[src/rtl/duc_hb_cascade_n_pkg.sv]
// Shared types and constants for the half-band interpolation cascade.
package duc_hb_cascade_n_pkg;

    typedef enum logic [1:0] {
        ST_RUN,
        ST_DRAIN,
        ST_RESTART
    } state_t;

    // Input samples between a FIR pull and that sample reaching the center-tap output.
    localparam int unsigned HB_STAGE_LATENCY = 2;

    function automatic int unsigned clamp_k(input int unsigned k, input int unsigned num_stages);
        return (k > num_stages) ? num_stages : k;
    endfunction

endpackage

[src/rtl/duc_hb_interp_fir_h0.sv]
// Pull-driven 2x half-band interpolator, taps [-1 9 16 9 -1]/16, unity DC gain.
module duc_hb_interp_fir_h0 #(
    parameter int unsigned WIDTH = 16
) (
    input  logic             i_clock,
    input  logic             i_reset,
    input  logic [WIDTH-1:0] i_inph_data,
    input  logic [WIDTH-1:0] i_quad_data,
    output logic             o_ready,
    output logic [WIDTH-1:0] o_inph_data,
    output logic [WIDTH-1:0] o_quad_data,
    input  logic             i_ready
);

    localparam logic signed [WIDTH+4:0] SAT_MAX = {6'b000000, {(WIDTH-1){1'b1}}};
    localparam logic signed [WIDTH+4:0] SAT_MIN = {6'b111111, {(WIDTH-1){1'b0}}};

    logic [WIDTH-1:0] di [4];
    logic [WIDTH-1:0] dq [4];
    logic             phase;

    function automatic logic [WIDTH-1:0] interp(
        input logic [WIDTH-1:0] outer_new,
        input logic [WIDTH-1:0] inner_new,
        input logic [WIDTH-1:0] inner_old,
        input logic [WIDTH-1:0] outer_old
    );
        logic signed [WIDTH+4:0] e0, e1, e2, e3, acc, q;
        e0  = {{5{outer_new[WIDTH-1]}}, outer_new};
        e1  = {{5{inner_new[WIDTH-1]}}, inner_new};
        e2  = {{5{inner_old[WIDTH-1]}}, inner_old};
        e3  = {{5{outer_old[WIDTH-1]}}, outer_old};
        acc = (e1 <<< 3) + e1 + (e2 <<< 3) + e2 - e0 - e3;
        q   = acc >>> 4;
        if (q > SAT_MAX) begin
            q = SAT_MAX;
        end else if (q < SAT_MIN) begin
            q = SAT_MIN;
        end
        return q[WIDTH-1:0];
    endfunction

    // Phase 0 emits the center tap, phase 1 the midpoint; a new sample is pulled after phase 1.
    assign o_ready     = i_ready && phase;
    assign o_inph_data = phase ? interp(di[0], di[1], di[2], di[3]) : di[2];
    assign o_quad_data = phase ? interp(dq[0], dq[1], dq[2], dq[3]) : dq[2];

    always_ff @(posedge i_clock) begin
        if (i_reset) begin
            phase <= 1'b0;
            for (int unsigned n = 0; n < 4; n++) begin
                di[n] <= '0;
                dq[n] <= '0;
            end
        end else if (i_ready) begin
            phase <= ~phase;
            if (phase) begin
                di[0] <= i_inph_data;
                dq[0] <= i_quad_data;
                for (int unsigned n = 1; n < 4; n++) begin
                    di[n] <= di[n-1];
                    dq[n] <= dq[n-1];
                end
            end
        end
    end

endmodule

[src/rtl/duc_hb_stage_bypass.sv]
// One cascade stage: FIR plus output skid, with the FIR skipped and held in reset when bypassed.
module duc_hb_stage_bypass #(
    parameter int unsigned WIDTH = 16
) (
    input  logic             i_clock,
    input  logic             i_stage_reset,
    input  logic             i_bypass,
    input  logic [WIDTH-1:0] i_inph_data,
    input  logic [WIDTH-1:0] i_quad_data,
    output logic             o_ready,
    output logic [WIDTH-1:0] o_inph_data,
    output logic [WIDTH-1:0] o_quad_data,
    input  logic             i_ready
);

    logic             fir_reset;
    logic             fir_pull;
    logic             fir_ready;
    logic             skid_ready;
    logic [WIDTH-1:0] fir_inph;
    logic [WIDTH-1:0] fir_quad;
    logic [WIDTH-1:0] skid_inph;
    logic [WIDTH-1:0] skid_quad;

    assign fir_reset = i_stage_reset || i_bypass;
    assign fir_pull  = skid_ready && !i_bypass;

    duc_hb_interp_fir_h0 #(.WIDTH(WIDTH)) u_fir (
        .i_clock     (i_clock),
        .i_reset     (fir_reset),
        .i_inph_data (i_inph_data),
        .i_quad_data (i_quad_data),
        .o_ready     (fir_ready),
        .o_inph_data (fir_inph),
        .o_quad_data (fir_quad),
        .i_ready     (fir_pull)
    );

    assign skid_inph = i_bypass ? i_inph_data : fir_inph;
    assign skid_quad = i_bypass ? i_quad_data : fir_quad;

    duc_skid #(.WIDTH(WIDTH)) u_skid (
        .i_clock     (i_clock),
        .i_reset     (i_stage_reset),
        .i_inph_data (skid_inph),
        .i_quad_data (skid_quad),
        .o_ready     (skid_ready),
        .o_inph_data (o_inph_data),
        .o_quad_data (o_quad_data),
        .i_ready     (i_ready)
    );

    assign o_ready = i_bypass ? skid_ready : fir_ready;

endmodule

[src/rtl/duc_skid.sv]
// Two-entry pull skid buffer: registered upstream ready, registered output data.
module duc_skid #(
    parameter int unsigned WIDTH = 16
) (
    input  logic             i_clock,
    input  logic             i_reset,
    input  logic [WIDTH-1:0] i_inph_data,
    input  logic [WIDTH-1:0] i_quad_data,
    output logic             o_ready,
    output logic [WIDTH-1:0] o_inph_data,
    output logic [WIDTH-1:0] o_quad_data,
    input  logic             i_ready
);

    logic [2*WIDTH-1:0] entry [2];
    logic [1:0]         count;
    logic [1:0]         count_next;
    logic               ready_q;
    logic               pop;
    logic               push;
    logic               wr_slot;

    always_comb begin
        pop        = i_ready && (count != 2'd0);
        push       = ready_q;
        count_next = count + {1'b0, push} - {1'b0, pop};
        // Pushing at count 2 cannot happen: ready_q is only set when room remains.
        wr_slot    = (count == 2'd2) || ((count == 2'd1) && !pop);
    end

    always_ff @(posedge i_clock) begin
        if (i_reset) begin
            count    <= '0;
            ready_q  <= 1'b0;
            entry[0] <= '0;
            entry[1] <= '0;
        end else begin
            count   <= count_next;
            ready_q <= (count_next < 2'd2);
            if (pop) begin
                entry[0] <= entry[1];
            end
            if (push) begin
                if (wr_slot) begin
                    entry[1] <= {i_inph_data, i_quad_data};
                end else begin
                    entry[0] <= {i_inph_data, i_quad_data};
                end
            end
        end
    end

    assign o_ready     = ready_q;
    assign o_inph_data = (count != 2'd0) ? entry[0][2*WIDTH-1:WIDTH] : '0;
    assign o_quad_data = (count != 2'd0) ? entry[0][WIDTH-1:0]       : '0;

endmodule

[src/rtl/duc_hb_cascade_n.sv]
// Half-band interpolation cascade with run-time active-stage count and flush/restart on rate change.
module duc_hb_cascade_n
    import duc_hb_cascade_n_pkg::*;
#(
    parameter int unsigned WIDTH          = 16,
    parameter int unsigned NUM_STAGES     = 3,
    parameter int unsigned RESTART_CYCLES = 4
) (
    input  logic                              i_clock,
    input  logic                              i_reset,
    input  logic [$clog2(NUM_STAGES+1)-1:0]   i_num_active,
    input  logic [WIDTH-1:0]                  i_inph_data,
    input  logic [WIDTH-1:0]                  i_quad_data,
    output logic                              o_ready,
    output logic [WIDTH-1:0]                  o_inph_data,
    output logic [WIDTH-1:0]                  o_quad_data,
    input  logic                              i_ready,
    output logic                              o_busy,
    output logic [$clog2(NUM_STAGES+1)-1:0]   o_num_active
);

    localparam int unsigned K_W   = $clog2(NUM_STAGES + 1);
    localparam int unsigned CNT_W = (RESTART_CYCLES > 1) ? $clog2(RESTART_CYCLES) : 1;

    state_t              state;
    state_t              state_next;
    logic [CNT_W-1:0]    cnt;
    logic [K_W-1:0]      k_req;
    logic [K_W-1:0]      k_cur;
    logic                run;
    logic                stage_reset;
    logic [NUM_STAGES-1:0] bypass;
    logic [NUM_STAGES:0] ready_chain;
    logic [WIDTH-1:0]    chain_i [NUM_STAGES+1];
    logic [WIDTH-1:0]    chain_q [NUM_STAGES+1];

    assign k_req = K_W'(clamp_k(32'(i_num_active), NUM_STAGES));

    always_comb begin
        state_next = state;
        unique case (state)
            ST_RUN:     if (k_req != k_cur) state_next = ST_DRAIN;
            ST_DRAIN:   state_next = ST_RESTART;
            ST_RESTART: if (cnt == '0) state_next = ST_RUN;
            default:    state_next = ST_RUN;
        endcase
    end

    // k is latched on the RUN->DRAIN edge so the new value is visible during DRAIN itself.
    always_ff @(posedge i_clock) begin
        if (i_reset) begin
            state <= ST_RUN;
            k_cur <= k_req;
            cnt   <= '0;
        end else begin
            state <= state_next;
            if ((state == ST_RUN) && (state_next == ST_DRAIN)) begin
                k_cur <= k_req;
            end
            if ((state == ST_DRAIN) && (state_next == ST_RESTART)) begin
                cnt <= CNT_W'(RESTART_CYCLES - 1);
            end else if ((state == ST_RESTART) && (cnt != '0)) begin
                cnt <= cnt - 1'b1;
            end
        end
    end

    assign run         = (state == ST_RUN);
    assign stage_reset = i_reset || (state == ST_RESTART);

    always_comb begin
        bypass = '0;
        for (int unsigned s = 0; s < NUM_STAGES; s++) begin
            bypass[s] = (s >= 32'(k_cur));
        end
    end

    assign chain_i[0]              = i_inph_data;
    assign chain_q[0]              = i_quad_data;
    assign ready_chain[NUM_STAGES] = i_ready && run;

    for (genvar s = 0; s < NUM_STAGES; s++) begin : g_stage
        duc_hb_stage_bypass #(.WIDTH(WIDTH)) u_stage (
            .i_clock       (i_clock),
            .i_stage_reset (stage_reset),
            .i_bypass      (bypass[s]),
            .i_inph_data   (chain_i[s]),
            .i_quad_data   (chain_q[s]),
            .o_ready       (ready_chain[s]),
            .o_inph_data   (chain_i[s+1]),
            .o_quad_data   (chain_q[s+1]),
            .i_ready       (ready_chain[s+1])
        );
    end

    assign o_ready      = ready_chain[0] && run;
    assign o_inph_data  = run ? chain_i[NUM_STAGES] : '0;
    assign o_quad_data  = run ? chain_q[NUM_STAGES] : '0;
    assign o_busy       = !run;
    assign o_num_active = k_cur;

endmodule

[config.mk]
export PLATFORM = sky130hd
export DESIGN_NAME = duc_hb_cascade_n
export DESIGN_NICKNAME = d
export VERILOG_FILES = /design/src/rtl/duc_hb_cascade_n_pkg.sv /design/src/rtl/duc_hb_interp_fir_h0.sv /design/src/rtl/duc_hb_stage_bypass.sv /design/src/rtl/duc_skid.sv /design/src/rtl/duc_hb_cascade_n.sv
export SDC_FILE = /design/constraint.sdc
export NUM_CORES = 2
export LEC_CHECK = 0
export ABC_CLOCK_PERIOD_IN_PS = 14900
export BUFFER_PORTS_ARGS = -buffer_cell sky130_fd_sc_hd__buf_2
export CAP_MARGIN = 15
export CORE_ASPECT_RATIO = 1.1
export CORE_MARGIN = 4
export CORE_UTILIZATION = 55
export CTS_CLUSTER_DIAMETER = 150
export DETAILED_ROUTE_END_ITERATION = 8
export GPL_ROUTABILITY_DRIVEN = 0
export GPL_TIMING_DRIVEN = 0
export PLACE_DENSITY = 0.71
export SLEW_MARGIN = 20
export SYNTH_ARGS = -nofsm -noshare
export SYNTH_HDL_FRONTEND = slang
export SYNTH_SLANG_ARGS = --single-unit
[constraint.sdc]
create_clock -name i_clock -period 14.9 [get_ports i_clock]
set_input_delay 1.49 -clock i_clock [delete_from_list [all_inputs] [get_ports i_clock]]
set_output_delay 1.49 -clock i_clock [all_outputs]
set_load 0.02 [all_outputs]
==> metrics.md <==
| Metric | Value |
|---|---|
| DP HPWL | `a little over 80 mm` |
| Top_reg_cell synth | `edfxtp_1` |
| Synth Register Bits | `594` |
| Syn Inst Count | `3,750` |
| Post-CTS resize count | `0` |
| Grt ovf | `0` |
| Register area share after synthesis | `42.9%` |
| Synth area leaders | `edfxtp_1, fa_1, inv_1, ha_1, and2_1` |
| CP dominant cell by count | `fa_1` |
| Crit Path Max Fanout | `10` |
| Core box area | `73,700 µm²` |
| Fin. Hold Viols | `0` |
| WP data required | `about 15,000 ps` |
| Number of synthesized flops with an enable pin | `578` |
| Final Cycle Share | `about two fifths` |
| CP cell instances | `inv_1 > fa_1 > inv_1 > fa_1 > fa_1 > ha_1 > a21oi_1 > o21ai_0 > o31ai_1 > a211oi_1 > a211oi_2 > xnor2_1 > buf_2 > maj3_1 > a222oi_1 > o21ai_0` |
| TritonCTS clock tree | `done` |
| Max-Slew Margin vs Limit | `23.0%` |
| TNS Setup | `0 ps` |
| Yosys top cell by area | `edfxtp_1` |
| Crit-path max cell delay | `between 800 and 900 ps` |
| Max-cap violation count | `0` |
| Detailed Route Iter0 Violations | `2,354` |
| Initial antenna violation count | `1` |
| N_diodes | `0` |
| # IOs | `73` |
| Max H-tree Level | `3` |
| Total GRT Usage | `between 20% and 30%` |
| Vias per cell | `5.74` |
| Clk sinks | `594` |
| Count leader, synth | `inv_1` |
| Setup violations, final | `0` |
| Area delta synth->final | `10.1%` |
| # nets final | `approximately 4,500` |
| Routed Antenna Nets | `0` |
| Post-CTS Hold Buffers | `0` |
| HP Class | `flop to flop` |
| Final Cell Area | `around 45,000 µm²` |
| WHS | `493 ps` |
| Die area | `79,300 µm²` |
| Worst Max-Slew Pin Slew | `1150 ps` |
| WP data arrival | `6130 ps` |
| Placed Area | `43,100 µm²` |
| Netlist cell types | `between 80 and 90` |
| Fmax | `171 MHz` |
| Chip height | `295 µm` |
| Critical path launch point type | `flop` |
| Max-slew violation count | `0` |
| Critical Path Sink Type | `flop` |
| Wire per inst | `21.0 µm` |
| # Post-CTS Setup Buffers | `0` |
| Share of Yosys cell area claimed by the top area cell type | `a little over two fifths` |
| Crit path max-delay cell type | `a222oi_1` |
| Post-route DRC | `0` |
| Syn Area/Cell | `11.0 µm²` |
| Vias in the first global route | `29,217` |
| Buf/Inv on CP | `3` |
| Synthesized area | `41,200 µm²` |
| CTS Buffer Depth | `3` |
| Clock latency at the later pin of the worst-skew pair | `slightly above 600 ps` |
| Async S/R FF share, synth | `0%` |
| Status | `complete, no violations` |
| Fraction of layout cells with a size suffix above 1 | `6.06%` |
| Commonest cells in the netlist | `inv_1, edfxtp_1, fa_1` |
| Number of synthesis warnings | `0` |
| Initial Util | `55.9%` |
| PortBufs | `72` |
| Syn nets | `approximately 4,300` |
| Clock root buffer | `clkbuf_16` |
| Clock transition at path regs | `60 ps` |
| Row count | `104` |
| Cell family with most CP delay | `compound AO/OA/AOI/OAI gates` |
| RSZ-0062 raised after global routing | `no` |
| Total Wirelength | `103 mm` |
| Crit path kind | `flop to flop` |
| Crit path time final | `5850 ps` |
| First-pass GRT wire length | `162 mm` |
| Largest net degree at the start of global routing | `50` |
| Max Clock Skew | `27.5 ps` |
| Drt first pass iters | `9` |
| DIE WIDTH | `269 µm` |
| Via count | `28,216` |
| Num CTS Buffers | `68` |
## layout make-up
| cell class | count | area (µm²) |
|---|---|---|
| plain buffers | 175 | 683 |
| clock buffers | 79 | 1760 |
| clock inverters | 43 | 460 |
| fillers | 5972 | 28300 |
| inverters | 687 | 2580 |
| multi-input cells | 2294 | 20300 |
| flip-flops and latches | 594 | 17700 |
| well taps | 954 | 1190 |
| repair buffers | 91 | 666 |
## flip-flops by register name (all words and copies together) (netlist names)
signal                          flops
g_stage.u_stage.u_skid.count        6
g_stage.u_stage.u_skid.entry      192
g_stage.u_stage.u_fir.phase         3
cnt                                 2
g_stage.u_stage.u_fir.dq          192
g_stage.u_stage.u_skid.o_ready      3
g_stage.u_stage.u_fir.di          192
state                               2
o_num_active                        2
## metal layers
layer	GRT usage [%]	vias up	share of wire [%]
met5	0.541	-	0.072
met1	31.9	13893	38
met2	46.7	1047	51
met4	12.3	4	5.1
li1	-	12994	-
met3	4.28	278	6.5
## cells in the final DEF, fill, tap and decap left out, drive strengths merged, types with 117 or more instances in the layout
cell type / instances
nor4: 128
edfxtp: 578
inv: 691
nor2: 248
a21oi: 143
nand2: 165
o21ai: 180
and2: 182
fa: 408
nand3: 117
clkbuf: 225
buf: 120
ha: 145
## worst reg2reg max path, cell delays in order, from the launching register on
cell and delay (ps):
edfxtp_1 540, inv_1 140, fa_1 500, inv_1 60, fa_1 570, fa_1 440
ha_1 340, a21oi_1 140, o21ai_0 180, o31ai_1 410, a211oi_1 100, a211oi_2 250
xnor2_1 170, buf_2 220, maj3_1 340, a222oi_1 820, o21ai_0 320
## worst paths after layout
path | end | from | cells after the start | slack (ps)
worst max-delay path | g_stage[1].u_stage.u_skid.entry[0][26] | g_stage[1].u_stage.u_fir.di[0][47] | 16 | 9050
worst min-delay path | cnt[0] | cnt[0] | 2 | 490
worst max register to register | g_stage[1].u_stage.u_skid.entry[0][26] | g_stage[1].u_stage.u_fir.di[0][47] | 16 | 9050
worst min register to register | cnt[0] | cnt[0] | 2 | 490
## through the flow
step	instances	setup WS (ps)	util [%]
floorplan	3750	7700	-
global placement	4776	4460	58.0
detailed placement	4795	9100	58.6
CTS	4917	9070	61.6
global route	4917	8760	61.6
finish	4917	9050	61.6
## kinds of logic (layout without fill, tap and decap cells)
| kind of cell | after synthesis | in the layout | synth area share, % |
|---|---|---|---|
| adders and majority gates | 585 | 585 | 25.0 |
| buffers and inverters | 862 | 1075 | 7.92 |
| AOI/OAI and AO/OA | 555 | 555 | 8.63 |
| xor gates and xnor gates | 122 | 122 | 2.65 |
| muxes | 13 | 13 | 0.322 |
| and+or+nand+nor | 1019 | 1019 | 12.6 |
| DFF | 594 | 594 | 42.9 |
Power is not shown: default switching activity piles up to over one toggle a cycle in this logic, so the estimate is an artifact.
